[src/rtl/cpu_pkg.sv]
// Shared definitions for the fetch-side branch predictor:
// predictor mode selectors and counter init/max helpers.
package cpu_pkg;

    localparam int BP_STATIC  = 0;
    localparam int BP_BIMODAL = 1;
    localparam int BP_GSHARE  = 2;

    // Weakly not-taken start value for a w-bit counter.
    function automatic int ctr_init(input int w);
        return (1 << (w - 1)) - 1;
    endfunction

    // Strongly taken value for a w-bit counter.
    function automatic int ctr_max(input int w);
        return (1 << w) - 1;
    endfunction

endpackage

[src/rtl/sat_counter.sv]
// Saturating up/down counter next-state logic with set-to-max.
// Ports: cur_i current value, set_max_i force max, inc_i up(1)/down(0), nxt_o next value.
module sat_counter
    import cpu_pkg::*;
#(
    parameter int CTR_W = 2
) (
    input  logic [CTR_W-1:0] cur_i,
    input  logic             set_max_i,
    input  logic             inc_i,
    output logic [CTR_W-1:0] nxt_o
);

    localparam logic [CTR_W-1:0] MAX = CTR_W'(ctr_max(CTR_W));

    always_comb begin
        nxt_o = cur_i;
        if (set_max_i) begin
            nxt_o = MAX;
        end else if (inc_i) begin
            if (cur_i != MAX) nxt_o = cur_i + 1'b1;
        end else begin
            if (cur_i != '0) nxt_o = cur_i - 1'b1;
        end
    end

endmodule

[src/rtl/branch_predictor.sv]
// Dynamic branch predictor: BTB + saturating counters, static/bimodal/gshare.
// Ports: lk_pc_i lookup -> pred_taken_o/pred_target_o; upd_* resolved outcome
// from ID -> mispredict_o (combinational), stat_mispred_o saturating count.
module branch_predictor
    import cpu_pkg::*;
#(
    parameter int ENTRIES = 16,
    parameter int ADDR_W  = 32,
    parameter int CTR_W   = 2,
    parameter int MODE    = 1,
    parameter int STAT_W  = 32
) (
    input  logic              clk_i,
    input  logic              rst_n_i,
    input  logic [ADDR_W-1:0] lk_pc_i,
    output logic              pred_taken_o,
    output logic [ADDR_W-1:0] pred_target_o,
    input  logic              upd_valid_i,
    input  logic [ADDR_W-1:0] upd_pc_i,
    input  logic              upd_is_jump_i,
    input  logic              upd_taken_i,
    input  logic [ADDR_W-1:0] upd_target_i,
    input  logic              upd_pred_taken_i,
    input  logic [ADDR_W-1:0] upd_pred_target_i,
    output logic              mispredict_o,
    output logic [STAT_W-1:0] stat_mispred_o
);

    localparam int IDX_W = $clog2(ENTRIES);
    localparam int TAG_W = ADDR_W - IDX_W - 2;
    localparam logic [CTR_W-1:0]  CTR_INIT = CTR_W'(ctr_init(CTR_W));
    localparam logic [STAT_W-1:0] STAT_MAX = '1;

    logic              valid_q [ENTRIES];
    logic [TAG_W-1:0]  tag_q   [ENTRIES];
    logic [ADDR_W-1:0] tgt_q   [ENTRIES];
    logic [CTR_W-1:0]  ctr_q   [ENTRIES];
    logic [IDX_W-1:0]  ghr_q, ghr_d;
    logic [STAT_W-1:0] stat_q;

    logic [IDX_W-1:0]  lk_bidx, lk_cidx, up_bidx, up_cidx;
    logic [TAG_W-1:0]  lk_tag, up_tag;
    logic              lk_hit, upd_en;
    logic [CTR_W-1:0]  ctr_d;
    logic              unused_pc_lsb;

    assign unused_pc_lsb = ^{lk_pc_i[1:0], upd_pc_i[1:0]};

    assign lk_bidx = lk_pc_i[IDX_W+1:2];
    assign lk_tag  = lk_pc_i[ADDR_W-1:IDX_W+2];
    assign up_bidx = upd_pc_i[IDX_W+1:2];
    assign up_tag  = upd_pc_i[ADDR_W-1:IDX_W+2];

    // Counter index hashes in history only for gshare; BTB stays on bidx.
    assign lk_cidx = (MODE == BP_GSHARE) ? (lk_bidx ^ ghr_q) : lk_bidx;
    assign up_cidx = (MODE == BP_GSHARE) ? (up_bidx ^ ghr_q) : up_bidx;

    assign lk_hit = valid_q[lk_bidx] && (tag_q[lk_bidx] == lk_tag);

    always_comb begin
        pred_taken_o  = 1'b0;
        pred_target_o = '0;
        if (rst_n_i && (MODE != BP_STATIC) && lk_hit) begin
            pred_taken_o  = ctr_q[lk_cidx][CTR_W-1];
            pred_target_o = tgt_q[lk_bidx];
        end
    end

    // Wrong direction, or right "taken" with the wrong target.
    assign mispredict_o = rst_n_i && upd_valid_i &&
        ((upd_taken_i != upd_pred_taken_i) ||
         (upd_taken_i && upd_pred_taken_i &&
          (upd_target_i != upd_pred_target_i)));

    assign upd_en = upd_valid_i && (MODE != BP_STATIC);

    sat_counter #(
        .CTR_W(CTR_W)
    ) u_ctr (
        .cur_i    (ctr_q[up_cidx]),
        .set_max_i(upd_is_jump_i),
        .inc_i    (upd_taken_i),
        .nxt_o    (ctr_d)
    );

    // Truncation keeps the low IDX_W bits, i.e. shift-in of the outcome.
    assign ghr_d = IDX_W'({ghr_q, upd_taken_i});

    always_ff @(posedge clk_i) begin
        if (!rst_n_i) begin
            for (int i = 0; i < ENTRIES; i++) begin
                valid_q[i] <= 1'b0;
                ctr_q[i]   <= CTR_INIT;
            end
            ghr_q  <= '0;
            stat_q <= '0;
        end else begin
            if (upd_en) begin
                ctr_q[up_cidx] <= ctr_d;
                if (upd_taken_i) valid_q[up_bidx] <= 1'b1;
                if ((MODE == BP_GSHARE) && !upd_is_jump_i) ghr_q <= ghr_d;
            end
            if (mispredict_o && (stat_q != STAT_MAX)) begin
                stat_q <= stat_q + 1'b1;
            end
        end
    end

    // Tag/target payload needs no reset: it is qualified by valid_q.
    always_ff @(posedge clk_i) begin
        if (rst_n_i && upd_en && upd_taken_i) begin
            tag_q[up_bidx] <= up_tag;
            tgt_q[up_bidx] <= upd_target_i;
        end
    end

    assign stat_mispred_o = stat_q;

endmodule
[config.mk]
export PLATFORM = sky130hd
export DESIGN_NAME = branch_predictor
export DESIGN_NICKNAME = d
export VERILOG_FILES = /design/src/rtl/cpu_pkg.sv /design/src/rtl/sat_counter.sv /design/src/rtl/branch_predictor.sv
export SDC_FILE = /design/constraint.sdc
export NUM_CORES = 1
export LEC_CHECK = 0
export ABC_AREA = 1
export CORE_ASPECT_RATIO = 1.2
export CORE_MARGIN = 3
export CORE_UTILIZATION = 41
export DETAILED_ROUTE_END_ITERATION = 16
export HOLD_SLACK_MARGIN = 0.05
export PLACE_DENSITY = 0.64
export SLEW_MARGIN = 30
export SYNTH_ARGS = -nofsm -noshare
export SYNTH_HDL_FRONTEND = slang
export SYNTH_HIERARCHICAL = 1
export SYNTH_SLANG_ARGS = --single-unit
[constraint.sdc]
create_clock -name clk_i -period 5.5 [get_ports clk_i]
set_input_delay 1.1 -clock clk_i [delete_from_list [all_inputs] [get_ports clk_i]]
set_output_delay 1.1 -clock clk_i [all_outputs]
set_load 0.005 [all_outputs]
* After elaboration in Yosys (flattened, before gate mapping)
Memory sizes are Yosys's and may differ from the RTL's.
Index checks and enable logic that the tools add are counted.
** Storage, ports and cells
- Flip-flop bits (word level) :: 32
- Memory bits (writable) :: 976
- Input bits :: 134
- Output and inout port bits :: 66
- Logic and storage cells :: 47
- Memories :: 4
** Memory list
- tgt_q :: depth 16, width 32, rd ports 1, clocked after memory_dff 0, wr ports 1, line branch_predictor.sv:36 : logic [ADDR_W-1:0] tgt_q [ENTRIES];
- tag_q :: depth 16, width 26, rd ports 1, clocked after memory_dff 0, wr ports 1, line branch_predictor.sv:35 : logic [TAG_W-1:0] tag_q [ENTRIES];
- ctr_q :: depth 16, width 2, rd ports 2, clocked after memory_dff 0, wr ports 16, line branch_predictor.sv:37 : logic [CTR_W-1:0] ctr_q [ENTRIES];
- valid_q :: depth 16, width 1, rd ports 1, clocked after memory_dff 0, wr ports 16, line branch_predictor.sv:34 : logic valid_q [ENTRIES];
** Cells by class
- Add/subtract/negate cells :: 3
- Equality and inequality tests :: 5
- Mux-type cells :: 22
- Reductions and logical operators :: 12
** Operators by type and width (count)
- adder 32 x 1 -> 32 bit, second input constant :: 1
- 2-to-1 mux 32 bit :: 1
- inequality test 32 bit :: 1
- inequality test 32 bit, second input constant :: 1
- == test 26 bit :: 1
- 2-to-1 mux 1 bit :: 14
- 2-to-1 mux 2 bit :: 5
- logical AND 1 bit :: 8
- 2-to-1 mux 4 bit :: 2
- adder 2 x 1 -> 2 bit, second input constant :: 1
- inequality test 2 bit, second input constant :: 1
- nonzero test 2 bit :: 1
- OR reduction 2 bit :: 1
- subtractor 2 x 1 -> 2 bit, second input constant :: 1
- logical OR 1 bit :: 1
- inequality test 1 bit :: 1
- OR reduction 1 bit :: 1

* Logic depth before layout (Yosys ltp)
- Depth after elaboration :: 6
- Gate-level depth with buffers :: 18
- Gate-level depth less buffers :: 14

* Cells and area by module
The synthesis kept the hierarchy.
** By module, submodules not included
- branch_predictor :: instances 1, cells an instance 3647, area an instance 42328.1 um2, sequential area each 29788.6 um2
- sat_counter :: instances 1, cells an instance 5, area an instance 28.8 um2, sequential area each 0.0 um2

* Least setup slack after synthesis
Ideal clock, no wire load.
- Path type :: input to register
- Start :: input rst_n_i
- End :: memory tag_q[13][0] (netlist bit) (enable)
- Library setup time :: 0.474 ns
- Data arrival time :: 4.286 ns
- Data required time :: 5.026 ns
- Setup slack :: 0.741 ns
- Stages on the path :: 7
- Buffers on the path :: 1
- Cells stage by stage :: clkbuf_1 -> nand2_1 -> inv_1 -> nand2_1 -> nor2_1 -> inv_1 -> nor2_1
** Between the ends
- Word-level cells in the longest chain between the ends :: 4
** Ends and longest elaborated chain
- start: declaration :: line branch_predictor.sv:14 : input logic rst_n_i,
- logical AND 1 bit (2 in series) :: line branch_predictor.sv:111 : if (rst_n_i && upd_en && upd_taken_i) begin
- 2-to-1 mux 1 bit :: line branch_predictor.sv:111
- 2-to-1 mux 1 bit (implied by the code) :: line branch_predictor.sv:112 : tag_q[up_bidx] <= up_tag;
- end: declaration :: line branch_predictor.sv:35
Every way passes these cells.

* Worst setup path after layout
- Start :: input lk_pc_i[2]
- End :: output pred_target_o[31]
** Between the ends
- Word-level cells in the longest chain between the ends :: 5
- Elaborated cells between the ends (all ways) :: 7
** Ends and longest elaborated chain
- start: declaration :: line branch_predictor.sv:15 : input logic [ADDR_W-1:0] lk_pc_i,
- memory (16 x 26 bit)
- == test 26 bit :: line branch_predictor.sv:58 : assign lk_hit = valid_q[lk_bidx] && (tag_q[lk_bidx] == lk_tag);
- logical AND 1 bit :: line branch_predictor.sv:58
- logical AND 1 bit :: line branch_predictor.sv:63 : if (rst_n_i && (MODE != BP_STATIC) && lk_hit) begin
- 2-to-1 mux 32 bit (*) :: line branch_predictor.sv:63
- end: declaration :: line branch_predictor.sv:17 : output logic [ADDR_W-1:0] pred_target_o,
Every way passes the cells marked *; elsewhere a longest branch is shown, timed or not.

==> summary.md <==
| Metric | Value |
|---|---|
| Max-capacitance violation count | `0` |
| Count of mapped cells out of synthesis | `3652` |
| Kind of critical path | `in -> out` |
| Height of the die | `358.1 um` |
| TritonCTS clock tree | `built` |
| Cell with the most instances on the worst path | `sky130_fd_sc_hd__nand2_1` |
| Post-synthesis xor/xnor area fraction | `1.282%` |
| Clock insertion delay at the later pin of the skew report | `0.66 ns` |
| Peak clock frequency supported by timing | `194.7 MHz` |
| Initial standard-cell utilization of the core | `41.52%` |
| Adder and majority cell fraction of the synthesized area | `0.05908%` |
| Fraction of layout instances using a drive strength above 1 | `7.751%` |
| Count of buffers added by post-CTS timing repair for setup | `0` |
| Wire length of the first global-routing pass | `169100 um` |
| Async set-or-reset flop fraction in the synthesized netlist | `0%` |
| Total of cells resized after clock tree synthesis | `0` |
| Worst-path cell chain | `buf_8, inv_8, buf_12, nand2_1, nand2_1, nand2_1, nand3_1, nand3_1, nand2_1, nand2_1, nand2_1, nand2_1, nor2_1, nand3_2, buf_12, nor3_1, buf_4, clkdlybuf4s50_1` |
| Buffer cell driving the clock tree root | `sky130_fd_sc_hd__clkbuf_16` |
| Post-synthesis cell area | `42360 um^2` |
| Leak Pwr | `17.16 nW` |
| Worst hold path class | `reg -> reg` |
| Area enclosed by the die boundary | `107200 um^2` |
| Final setup viols | `0` |
| DRC | `0` |
| Final critical-path required period | `5.135 ns` |
| Post-DP Area | `46300 um^2` |
| Area of all placed cells without fillers | `49360 um^2` |
| Hold violation total from the final report | `0` |
| Die span in x | `299.4 um` |
| Count of input and output buffers | `195` |
| Average vias per placed instance | `5.365` |
| Critical path peak fanout | `58` |
| Global Route Usage Sum | `20.70%` |
| Crit path capture type | `output port` |
| Sum of negative setup slack | `0 ns` |
| Count of flip-flops with a built-in enable after synthesis | `960` |
| Worst path arrival time | `4.04 ns` |
| Largest net degree at the start of global routing | `143` |
| Number of iterations in the first detailed-routing pass | `5` |
| Clock transition time at the flip-flop clock pins of the worst setup and hold paths | `0.06 ns` |
| Placement row count | `128` |
| Iteration-0 DRC Markers | `2669` |
| H-tree depth reported by CTS | `3` |
| DRT antenna net count | `0` |
| Post-synthesis net count | `3788` |
| Clock Sinks | `1008` |
| Number of antenna violations at the first check in global routing | `8` |
| Sum of buffers and inverters on the critical path | `6` |
| Area overhead of the layout relative to synthesis | `16.54%` |
| Worst stage delay on the critical path | `0.51 ns` |
| Inserted Clock Buffers | `97` |
| Slew Viols, Final | `0` |
| Transition at the pin with the smallest max-transition slack | `0.9757 ns` |
| Number of buffers added to fix hold violations after cts | `0` |
| Cell at the slowest stage of the critical path | `sky130_fd_sc_hd__clkdlybuf4s50_1` |
| CTS max path bufs | `3` |
| Ys Warns | `6` |
| Detailed-route via count | `28330` |
| Clock Skew | `0.03676 ns` |
| Cell family contributing the most delay on the critical path | `buffers and inverters` |
| Worst R2R Setup Slack | `2.78 ns` |
| Net total in the final layout | `3970` |
| Mux share of post-synthesis cell area | `0%` |
| I/O pin cnt | `200` |
| Compound-cell area share of the yosys netlist | `8.714%` |
| Unrepaired setup endpoints after global routing | `no` |
| Most common cell after layout, fill and taps aside | `sky130_fd_sc_hd__nand2_1` |
| Status | `completed` |
| Global route total overflow | `0` |
| Commonest non-fill, non-tap cells in the layout | `sky130_fd_sc_hd__nand2_1 (978), sky130_fd_sc_hd__edfxtp_1 (960), sky130_fd_sc_hd__a21oi_1 (293), sky130_fd_sc_hd__nand3_1 (266), sky130_fd_sc_hd__nor2_1 (237)` |
| Core Area | `102000 um^2` |
| Power per standard cell area | `323.6 nW/um^2` |
| Peak supply drop | `0.2105 mV` |
| Global placer's final weighted congestion | `0.8768` |
| Library cells used by synthesis | `39` |
| Kind of launch point of the worst setup path | `input pin` |
| Detail Placement HPWL | `61490 um` |
| Number of global-route vias before repair | `27530` |
| Main synth FF type | `sky130_fd_sc_hd__edfxtp_1` |
| Post-synthesis area per instance | `11.60 um^2` |
| WL final | `112700 um` |
| Sequential share of the synthesized area | `70.33%` |
| Basic-gate share of the synthesized area counting and, or, nand and nor cells | `15.37%` |
| Part of the cycle the worst path needs | `93.37%` |
| Average detailed-routed wire length per instance | `21.33 um` |
| Relative slew slack | `34.95%` |
| Data required time of the worst path | `4.40 ns` |
| Count of state elements after synthesis | `1008` |
| Main combinational cell family by area after synthesis | `simple AND/OR/NAND/NOR gates` |
## kinds of logic after synthesis
family	after synthesis
simple gates	1571
fa+ha+maj	2
flops	1008
buf+inv	415
compound gates	594
xor+xnor	62
## registers in the layout (all words and copies together), names as in the netlist
signal and count:
valid_q 16, stat_mispred_o 32, tag_q 416, tgt_q 512, ctr_q 32
## worst min-delay path, stage by stage, from the launching register on
cell and delay, ns:
sky130_fd_sc_hd__dfxtp_1 0.33, sky130_fd_sc_hd__nand2_1 0.04, sky130_fd_sc_hd__o21ai_0 0.05
## synth_stat cells (all sizes together), types with 9 or more instances
library cell	instances	area, um^2
o22ai	9	56.30
buf	152	813.3
o211ai	30	225.2
nor2	253	949.7
nor3	54	425.4
dfxtp	48	960.9
xor2	28	245.2
nand2	979	3675
o21ai	82	410.4
clkbuf	72	270.3
a22oi	16	120.1
a221oi	112	980.9
o31ai	32	240.2
a21oi	294	1475
nand3	267	1341
xnor2	34	297.8
edfxtp	960	28830
inv	190	713.2
## area by class of cell
type / instances / area (um^2)
Fill cell: 8958 / 52660
Inverter: 191 / 739.5
Antenna cell: 7 / 17.52
Clock inverter: 60 / 534.3
Timing Repair Buffer: 307 / 3171
Sequential cell: 1008 / 29790
Tap cell: 1365 / 1708
Multi-Input combinational cell: 2229 / 10890
Clock buffer: 114 / 2512
## layer usage
metal / track usage (%) / wire [um] / share of wire [%]
met5: 0 / 0 / 0
met4: 6.167 / 3010 / 2.7
met2: 36.51 / 57050 / 51
met1: 26.95 / 45560 / 40
met3: 2.367 / 7026 / 6.2
## per-stage QoR
stage	power, W	worst slack (ns)	hold slack [ns]	instances	util [%]
after CTS	0.01608	0.3087	0.4566	5274	48.37
after detailed placement	0.009679	0.3270	0.4428	5100	45.38
after global routing	0.01647	0.1159	0.4872	5278	48.38
final	0.01597	0.3649	0.4552	5281	48.38
after global placement	0.009665	0.3136	0.4369	5100	45.38
after floorplan	0.009221	0.7406	0.4254	3652	-
## final timing paths
path,startpoint,to,cells past startpoint
min reg2reg,valid_q[6],valid_q[6],2
max,lk_pc_i[2],pred_target_o[31],18
max reg2reg,stat_mispred_o[1],stat_mispred_o[28],10
min,valid_q[6],valid_q[6],2
## where the power goes
| group | switching, W | internal [W] | total, W |
|---|---|---|---|
| Clock | 0.00283 | 0.00363 | 0.00646 |
| Combinational | 0.000694 | 0.000351 | 0.00104 |
| Sequential | 0.0000151 | 0.00845 | 0.00847 |
| Total | 0.00353 | 0.0124 | 0.0160 |
Note: power is estimated with default switching activity, not from simulation.
